### src/rtl/ysyx_22050243_clint_if.sv
// Single-outstanding request/response bus between the MEM stage and the CLINT.
interface ysyx_22050243_clint_if #(
    parameter int ADDR_WIDTH      = 16,
    parameter int DBUS_DATA_WIDTH = 64
) ();
    logic                           req_valid;
    logic                           req_ready;
    logic                           req_wen;
    logic [ADDR_WIDTH-1:0]          req_addr;
    logic [DBUS_DATA_WIDTH-1:0]     req_wdata;
    logic [DBUS_DATA_WIDTH/8-1:0]   req_wstrb;
    logic                           resp_valid;
    logic                           resp_ready;
    logic [DBUS_DATA_WIDTH-1:0]     resp_rdata;
    logic                           resp_err;

    modport master (
        output req_valid, req_wen, req_addr, req_wdata, req_wstrb, resp_ready,
        input  req_ready, resp_valid, resp_rdata, resp_err
    );

    modport slave (
        input  req_valid, req_wen, req_addr, req_wdata, req_wstrb, resp_ready,
        output req_ready, resp_valid, resp_rdata, resp_err
    );
endinterface

### src/rtl/ysyx_22050243_clint.sv
// Core-local interruptor: mtime/mtimecmp/msip behind a two-state request/response FSM,
// producing the machine timer and software interrupt levels for the WB stage.
module ysyx_22050243_clint #(
    parameter int ADDR_WIDTH      = 16,
    parameter int DBUS_DATA_WIDTH = 64,
    parameter int TICK_DIV        = 1
) (
    input  logic                    clk,
    input  logic                    rst,
    ysyx_22050243_clint_if.slave    bus,
    output logic                    clint_timer_irq,
    output logic                    clint_soft_irq
);
    localparam int DW = DBUS_DATA_WIDTH;
    localparam int SW = DBUS_DATA_WIDTH / 8;
    localparam int PW = (TICK_DIV > 1) ? $clog2(TICK_DIV) : 1;

    localparam logic [ADDR_WIDTH-1:0] MSIP_OFF     = ADDR_WIDTH'(32'h0000);
    localparam logic [ADDR_WIDTH-1:0] MTIMECMP_OFF = ADDR_WIDTH'(32'h4000);
    localparam logic [ADDR_WIDTH-1:0] MTIME_OFF    = ADDR_WIDTH'(32'hBFF8);

    typedef enum logic {
        S_IDLE = 1'b0,
        S_RESP = 1'b1
    } state_e;

    state_e               state_q, state_d;
    logic [DW-1:0]        mtime_q, mtime_d;
    logic [DW-1:0]        mtimecmp_q, mtimecmp_d;
    logic                 msip_q, msip_d;
    logic [PW-1:0]        presc_q, presc_d;
    logic [DW-1:0]        resp_rdata_q, resp_rdata_d;
    logic                 resp_err_q, resp_err_d;
    logic                 timer_irq_q;

    logic                 tick;
    logic                 fire;
    logic                 wr;
    logic [ADDR_WIDTH-4:0] word;
    logic                 hit_msip, hit_cmp, hit_mtime, hit_any;
    logic [DW-1:0]        wmask;
    logic [DW-1:0]        rd_mux;
    logic                 unused_addr_lsb;

    // Offsets are 8-byte aligned; the low address bits carry no information.
    assign unused_addr_lsb = ^bus.req_addr[2:0];
    assign word            = bus.req_addr[ADDR_WIDTH-1:3];

    assign hit_msip  = (word == MSIP_OFF[ADDR_WIDTH-1:3]);
    assign hit_cmp   = (word == MTIMECMP_OFF[ADDR_WIDTH-1:3]);
    assign hit_mtime = (word == MTIME_OFF[ADDR_WIDTH-1:3]);
    assign hit_any   = hit_msip | hit_cmp | hit_mtime;

    generate
        for (genvar gi = 0; gi < SW; gi++) begin : g_wmask
            assign wmask[gi*8 +: 8] = {8{bus.req_wstrb[gi]}};
        end
    endgenerate

    assign tick    = (presc_q == PW'(TICK_DIV - 1));
    assign presc_d = tick ? '0 : presc_q + 1'b1;

    always_comb begin
        state_d = state_q;
        fire    = 1'b0;
        case (state_q)
            S_IDLE: begin
                if (bus.req_valid) begin
                    fire    = 1'b1;
                    state_d = S_RESP;
                end
            end
            S_RESP: begin
                if (bus.resp_ready) begin
                    state_d = S_IDLE;
                end
            end
        endcase
    end

    always_comb begin
        rd_mux       = '0;
        wr           = fire & bus.req_wen;
        msip_d       = msip_q;
        mtimecmp_d   = mtimecmp_q;
        mtime_d      = mtime_q;
        resp_rdata_d = resp_rdata_q;
        resp_err_d   = resp_err_q;

        if (hit_msip) begin
            rd_mux = {{(DW-1){1'b0}}, msip_q};
        end else if (hit_cmp) begin
            rd_mux = mtimecmp_q;
        end else if (hit_mtime) begin
            rd_mux = mtime_q;
        end

        if (wr && hit_msip && bus.req_wstrb[0]) begin
            msip_d = bus.req_wdata[0];
        end
        if (wr && hit_cmp) begin
            mtimecmp_d = (mtimecmp_q & ~wmask) | (bus.req_wdata & wmask);
        end
        // A store on a tick edge wins: unwritten bytes keep the pre-tick value.
        if (wr && hit_mtime) begin
            mtime_d = (mtime_q & ~wmask) | (bus.req_wdata & wmask);
        end else if (tick) begin
            mtime_d = mtime_q + DW'(1);
        end

        if (fire) begin
            resp_rdata_d = bus.req_wen ? '0 : rd_mux;
            resp_err_d   = ~hit_any;
        end
    end

    always_ff @(posedge clk) begin
        if (rst) begin
            state_q      <= S_IDLE;
            mtime_q      <= '0;
            mtimecmp_q   <= '1;
            msip_q       <= 1'b0;
            presc_q      <= '0;
            resp_rdata_q <= '0;
            resp_err_q   <= 1'b0;
            timer_irq_q  <= 1'b0;
        end else begin
            state_q      <= state_d;
            mtime_q      <= mtime_d;
            mtimecmp_q   <= mtimecmp_d;
            msip_q       <= msip_d;
            presc_q      <= presc_d;
            resp_rdata_q <= resp_rdata_d;
            resp_err_q   <= resp_err_d;
            timer_irq_q  <= (mtime_q >= mtimecmp_q);
        end
    end

    assign bus.req_ready   = (state_q == S_IDLE);
    assign bus.resp_valid  = (state_q == S_RESP);
    assign bus.resp_rdata  = resp_rdata_q;
    assign bus.resp_err    = resp_err_q;
    assign clint_timer_irq = timer_irq_q;
    assign clint_soft_irq  = msip_q;
endmodule

### src/flat_wrapper.sv
// flat-port wrapper written by rule: the top's interface ports become plain ports
module ysyx_22050243_clint_flat 
#(
    parameter int ADDR_WIDTH      = 16,
    parameter int DBUS_DATA_WIDTH = 64,
    parameter int TICK_DIV        = 1
)
  (clk, rst, clint_timer_irq, clint_soft_irq, bus_req_valid, bus_req_wen, bus_req_addr, bus_req_wdata, bus_req_wstrb, bus_resp_ready, bus_req_ready, bus_resp_valid, bus_resp_rdata, bus_resp_err);
  ysyx_22050243_clint_if #(.ADDR_WIDTH(ADDR_WIDTH), .DBUS_DATA_WIDTH(DBUS_DATA_WIDTH)) bus_i ();
  input  logic clk;
  input  logic rst;
  output logic clint_timer_irq;
  output logic clint_soft_irq;
  input wire logic [$bits(bus_i.req_valid)-1:0] bus_req_valid;
  input wire logic [$bits(bus_i.req_wen)-1:0] bus_req_wen;
  input wire logic [$bits(bus_i.req_addr)-1:0] bus_req_addr;
  input wire logic [$bits(bus_i.req_wdata)-1:0] bus_req_wdata;
  input wire logic [$bits(bus_i.req_wstrb)-1:0] bus_req_wstrb;
  input wire logic [$bits(bus_i.resp_ready)-1:0] bus_resp_ready;
  output wire logic [$bits(bus_i.req_ready)-1:0] bus_req_ready;
  output wire logic [$bits(bus_i.resp_valid)-1:0] bus_resp_valid;
  output wire logic [$bits(bus_i.resp_rdata)-1:0] bus_resp_rdata;
  output wire logic [$bits(bus_i.resp_err)-1:0] bus_resp_err;
  assign bus_i.req_valid = bus_req_valid;
  assign bus_i.req_wen = bus_req_wen;
  assign bus_i.req_addr = bus_req_addr;
  assign bus_i.req_wdata = bus_req_wdata;
  assign bus_i.req_wstrb = bus_req_wstrb;
  assign bus_i.resp_ready = bus_resp_ready;
  assign bus_req_ready = bus_i.req_ready;
  assign bus_resp_valid = bus_i.resp_valid;
  assign bus_resp_rdata = bus_i.resp_rdata;
  assign bus_resp_err = bus_i.resp_err;
  ysyx_22050243_clint #(.ADDR_WIDTH(ADDR_WIDTH), .DBUS_DATA_WIDTH(DBUS_DATA_WIDTH), .TICK_DIV(TICK_DIV)) u_core (.clk(clk), .rst(rst), .bus(bus_i), .clint_timer_irq(clint_timer_irq), .clint_soft_irq(clint_soft_irq));
endmodule
### config.mk
export PLATFORM = sky130hd
export DESIGN_NAME = ysyx_22050243_clint_flat
export DESIGN_NICKNAME = d
export VERILOG_FILES = /design/src/rtl/ysyx_22050243_clint_if.sv /design/src/rtl/ysyx_22050243_clint.sv /design/src/flat_wrapper.sv
export SDC_FILE = /design/constraint.sdc
export NUM_CORES = 1
export LEC_CHECK = 0
export ABC_AREA = 1
export BUFFER_PORTS_ARGS = -buffer_cell sky130_fd_sc_hd__buf_2
export CELL_PAD_IN_SITES_DETAIL_PLACEMENT = 1
export CELL_PAD_IN_SITES_GLOBAL_PLACEMENT = 1
export CORE_ASPECT_RATIO = 2
export CORE_MARGIN = 1.5
export CORE_UTILIZATION = 38
export CTS_CLUSTER_SIZE = 10
export DETAILED_ROUTE_END_ITERATION = 6
export GPL_ROUTABILITY_DRIVEN = 0
export GPL_TIMING_DRIVEN = 0
export PLACE_DENSITY_LB_ADDON = 0.3
export RECOVER_POWER = 25
export SYNTH_ARGS = -nofsm -noshare
export SYNTH_HDL_FRONTEND = slang
export SYNTH_SLANG_ARGS = --single-unit
### constraint.sdc
create_clock -name clk -period 1.59 [get_ports clk]
set_input_delay 0.0795 -clock clk [delete_from_list [all_inputs] [get_ports clk]]
set_output_delay 0.0795 -clock clk [all_outputs]
set_load 0.05 [all_outputs]
## Word level (Yosys, flattened, before mapping)

Index checks and enable logic that the tools add are counted.

| cells by class | value |
|---|---|
| add/subtract/negate cells | 2 |
| multiplexer cells | 10 |
| eq/ne operators | 3 |
| $lt $le $gt $ge | 1 |
| reduce and logical (&&, ||, !) cells | 6 |
| bitwise operators | 12 |

Operators by type and width:

| cell | number |
|---|---|
| 64-bit 2-to-1 mux | 6 |
| 64-bit bitwise AND | 3 |
| 64-bit OR | 2 |
| 64-bit by 1-bit adder with 64-bit output, second input constant | 1 |
| 64-bit >= comparator | 1 |
| 64-bit NOT | 1 |
| 13-bit by 12-bit equality test with 1-bit output, second input constant | 1 |
| 13-bit equality test, second input constant | 1 |
| 13-bit logical NOT | 1 |
| 1-bit logical AND | 4 |
| 1-bit 2-to-1 mux | 3 |
| 1-bit NOT | 3 |
| 2-bit inequality test, second input constant | 1 |
| 1-bit OR | 2 |
| 1-bit one-hot mux with 2 select lines | 1 |
| 2-bit OR reduction | 1 |
| 1-bit adder, second input constant | 1 |
| 1-bit bitwise AND | 1 |

| word-level totals | value |
|---|---|
| flip-flop bits (word level) | 197 |
| logic and storage cells | 42 |
| input port bits | 93 |
| output and inout bits | 69 |

## Depth between registers and ports, before layout

| depth | value |
|---|---|
| depth after elaboration | 5 |
| depth in mapped cells | 15 |
| mapped depth without buffers | 15 |

## Worst setup path before layout

No wires, ideal clock.

| timing path | value |
|---|---|
| path kind | register to register |
| start | register u_core.state_q (netlist: u_core.bus.resp_valid) |
| end | register (tool-made name) |
| buffers on the path | 1 |
| stages on the path, launching flop included | 10 |
| path slack | -0.354 ns |
| required time | 1.468 ns |
| arrival | 1.823 ns |
| period minus slack after synthesis | 1.944 ns |
| cell sequence | dfxtp_1 > inv_2 > nand2_1 > nor2_4 > nand4_2 > nand2_1 > buf_4 > nand2_1 > o21ai_0 > a21oi_1 |

RTL lines:

| what | line | source |
|---|---|---|
| start: declaration | ysyx_22050243_clint.sv:27 | `state_e state_q, state_d;` |
| start signal: assignment | ysyx_22050243_clint.sv:128 | `state_q <= state_d;` |

==> results.tsv <==
stage	metric	value	unit
clocking	Max H-tree Level	4	
hold_path	Worst Hold Class	in -> reg	
placement	DP Worst Slack	-842.4	ps
clocking	clock buffer depth	2	
worst_setup_path	crit-path cells	inv_2 -> ha_4 -> nand2_1 -> inv_2 -> nand4_1 -> nor2_2 -> buf_4 -> buf_4 -> nand3_1 -> nand2_1 -> nor2_1 -> a21oi_2	
synthesis	adder-cell share of the synthesized area	6.763	%
placement	DP Area	0.01338	mm2
power_and_ir_drop	switch share	31.60	%
synthesis	Area contributors post-synth	dfxtp_1 (33%), nand2_1 (11%), a21oi_1 (8.4%), o21ai_0 (7.0%), ha_1 (6.8%)	
die	row cnt	92	
synthesis	Synth Area in Simple Gates	26.94	%
finish	nets	2345	
timing	Slew @ Worst Pin	997.0	ps
clocking	CTS clk-pin slew, worst paths	90	ps
die	Initial Utilization	38.41	%
route	Remaining DRCs	1	
timing	fmax	0.4145	GHz
power_and_ir_drop	Reg power frac	41.8	%
clocking	clock tree root buffer cell	clkbuf_16	
route	Detail Route Antenna Nets	0	
route	via density per instance	6.574	
timing	RSZ-0062 raised after global routing	true	
synthesis	synth unique cells	41	
clocking	clock sink count	197	
global_routing	pin count of the biggest net entering global routing	17	
power_and_ir_drop	Pleak	8.524	nW
die	Chip Width	128.8	um
synthesis	synthesized area per cell	6.790	um2
route	Iteration-0 DRC Markers	1893	
power_and_ir_drop	clock power share	40.8	%
worst_setup_path	critical path arrival	2860	ps
power_and_ir_drop	Worst VDD drop	0.9636	mV
timing	final setup fails	143	
finish	Antenna Cells	0	
worst_setup_path	Crit-path slowest cell	dfxtp_2	
synthesis	cell area after synthesis	0.01203	mm2
hold_path	Worst Hold Path Cells	5	
timing	setup ws final	-822.7	ps
global_routing	Remaining Overflow, GRT	0	
clocking	worst skew pair latency	520	ps
synthesis	Synth Area in XOR/XNOR	2.913	%
synthesis	complex-gate fraction of the synthesized area	21.07	%
route	Initial DRT Pass Iterations	7	
synthesis	Mapped Cells	1771	
synthesis	YS warnings	0	
placement	Cells after DPL	2350	
timing	Fin Clk Skew	21.02	ps
worst_setup_path	CP peak stage delay	340	ps
finish	synthesis-to-finish area growth	61.63	%
status	failing checks	DRC, setup timing	
die	IO Pins	162	
synthesis	main combinational cell family by area after synthesis	simple AND/OR/NAND/NOR gates	
global_routing	first-pass GRT wire length	89.56	mm
worst_setup_path	Worst Setup End Kind	flip-flop	
placement	dpl hpwl	36.54	mm
route	vias post-DR	17230	
finish	Layout Cells excl Fill	2621	
worst_setup_path	crit path launch type	flip-flop	
worst_setup_path	crit-path max FO	2	
global_routing	antenna violations before repair	0	
global_routing	vias in the first global route	15831	
timing	min Tclk post-route	2413	ps
power_and_ir_drop	PD cells	647.6	mW/mm2
die	die height	254.6	um
timing	Max Slew Vio Count	0	
status	outcome	finished, violations left	
synthesis	share of the synthesized area in the top cell type	32.80	%
global_routing	GRT Util Overall	36.15	%
finish	fraction of layout cells with a size suffix above 1	42.95	%
synthesis	syn nets	1929	
die	die area	0.03279	mm2
clocking	CTS tree	built	
synthesis	Yosys top cell by area	dfxtp_1	
power_and_ir_drop	total internal power	8.609	mW
power_and_ir_drop	Combinational Power Share	17.4	%
synthesis	Seq/Total Area, Yosys	32.80	%
worst_setup_path	worst path required time	2030	ps
clocking	CTS Buf Count	17	
worst_setup_path	R2R cell count	12	
timing	Fin. Hold Viols	0	
synthesis	portion of netlist area occupied by mux cells	0	%
synthesis	register bit total from synthesis	197	
timing	part of the cycle the worst path needs	151.7	%
route	Routed WL	82.55	mm
finish	Design Area, Final	0.01944	mm2
worst_setup_path	critical path type	reg -> reg	
power_and_ir_drop	Sw Pwr	3.978	mW
route	routed length per instance	31.49	um
placement	port bufs	156	
timing	Slew headroom	33.54	%
die	core area	0.03131	mm2
job	max_cap viols	0	
worst max-delay path, delay by kind of cell (launching register included):
kind                     cells  cell delay, ps
buffers and inverters        4             430
adder cells (fa/ha/maj)      1             280
flip-flops                   1             340
AO/OA/AOI/OAI                1             180
AND/OR/NAND/NOR              6            1100
power groups by stage:
| stage | sequential, mW | combinational [mW] | clock [mW] |
|---|---|---|---|
| after floorplan | 5.27 | 0.664 | 0 |
| after global placement | 5.30 | 1.09 | 0 |
| after detailed placement | 5.31 | 1.12 | 0 |
| after CTS | 5.21 | 1.57 | 4.88 |
| after global routing | 5.26 | 2.24 | 5.23 |
| final | 5.26 | 2.19 | 5.14 |
layout by cell type, fill, tap and decap left out, types with 21 or more instances in the layout:
cell	instances
clkbuf_1	59
nor2_2	26
nand2_4	39
clkbuf_16	21
a21oi_1	115
inv_2	40
o21ai_2	61
buf_6	60
nor3_4	23
nand4_1	26
a21oi_2	81
ha_1	53
nand2_2	70
nor2_1	76
buf_12	25
nand2_1	248
dfxtp_1	124
buf_4	93
o21ai_0	46
o22ai_1	57
dfxtp_2	32
dlygate4sd3_1	68
xor2_1	28
nor2_4	49
o21ai_1	85
nand3_1	96
buf_2	130
inv_1	141
dfxtp_4	41
kinds of logic (layout without fill, tap and decap cells):
family | Yosys count | in the layout
compound gates | 479 | 479
buf+inv | 273 | 697
flops | 197 | 197
fa+ha+maj | 65 | 65
simple gates | 716 | 719
xor+xnor | 40 | 40
other cells | 1 | 1
metal layers:
metal	vias to the layer above	GRT usage, %	routed length, um
met1	8140	37.13	25990
met4	0	30.75	10570
li1	6788	-	-
met2	1528	61.47	37180
met3	774	8.223	8801
met5	-	0	0
worst paths after layout:
check,start,end,slack [ps]
setup / recovery,flip-flop,u_core.clint_timer_irq$_SDFF_PP0_,-820
hold / removal,bus_req_wstrb[2],flip-flop,40
setup reg to reg,flip-flop,u_core.clint_timer_irq$_SDFF_PP0_,-820
hold reg to reg,u_core.bus.resp_rdata[15]$_SDFFE_PP0P_,u_core.bus.resp_rdata[15]$_SDFFE_PP0P_,460
cell usage after synthesis (all sizes together):
cell and instances:
ha 65, a31oi 4, clkbuf 40, a21o 1
nand3 119, a21oi 202, nor3b 3, nand4 29
o211ai 8, xor2 40, buf 34, and2 3
and3 1, o21bai 1, dfxtp 197, nand3b 2
nand2 368, o21ai 199, inv 199, o21a 2
nor2 157, a21boi 1, nor3 34, o22ai 61
conb 1
final cells by class:
| class | count | area, um2 |
|---|---|---|
| Multi-Input combinational cell | 1304 | 9484 |
| Tap cell | 423 | 529.3 |
| Fill cell | 3712 | 11870 |
| Clock buffer | 23 | 488.0 |
| Buffer | 73 | 520.5 |
| Clock inverter | 7 | 145.1 |
| Inverter | 199 | 839.6 |
| Timing Repair Buffer | 395 | 3292 |
| Sequential cell | 197 | 4138 |
stage by stage:
stage	TNS (ps)	hold WS [ps]	utilization, %	power (mW)
after floorplan	-520.5	205.9	-	5.929
after global placement	-84040	321.0	42.72	6.395
after detailed placement	-89050	325.5	42.72	6.424
after CTS	-8653	4.048	55.24	11.66
after global routing	-52520	43.74	62.08	12.72
final	-50810	40.93	62.08	12.59
repair_timing:
| action | in CTS | in global routing |
|---|---|---|
| hold buffers | 68 | 0 |
| resized for setup | 548 | 445 |
| setup endpoints to repair | 187 | 158 |
| setup buffers | 83 | 78 |
| pin swaps | 109 | 150 |
| gates cloned | 12 | 6 |
| hold endpoints to repair | 113 | 0 |
(Power assumes the default switching activity.)
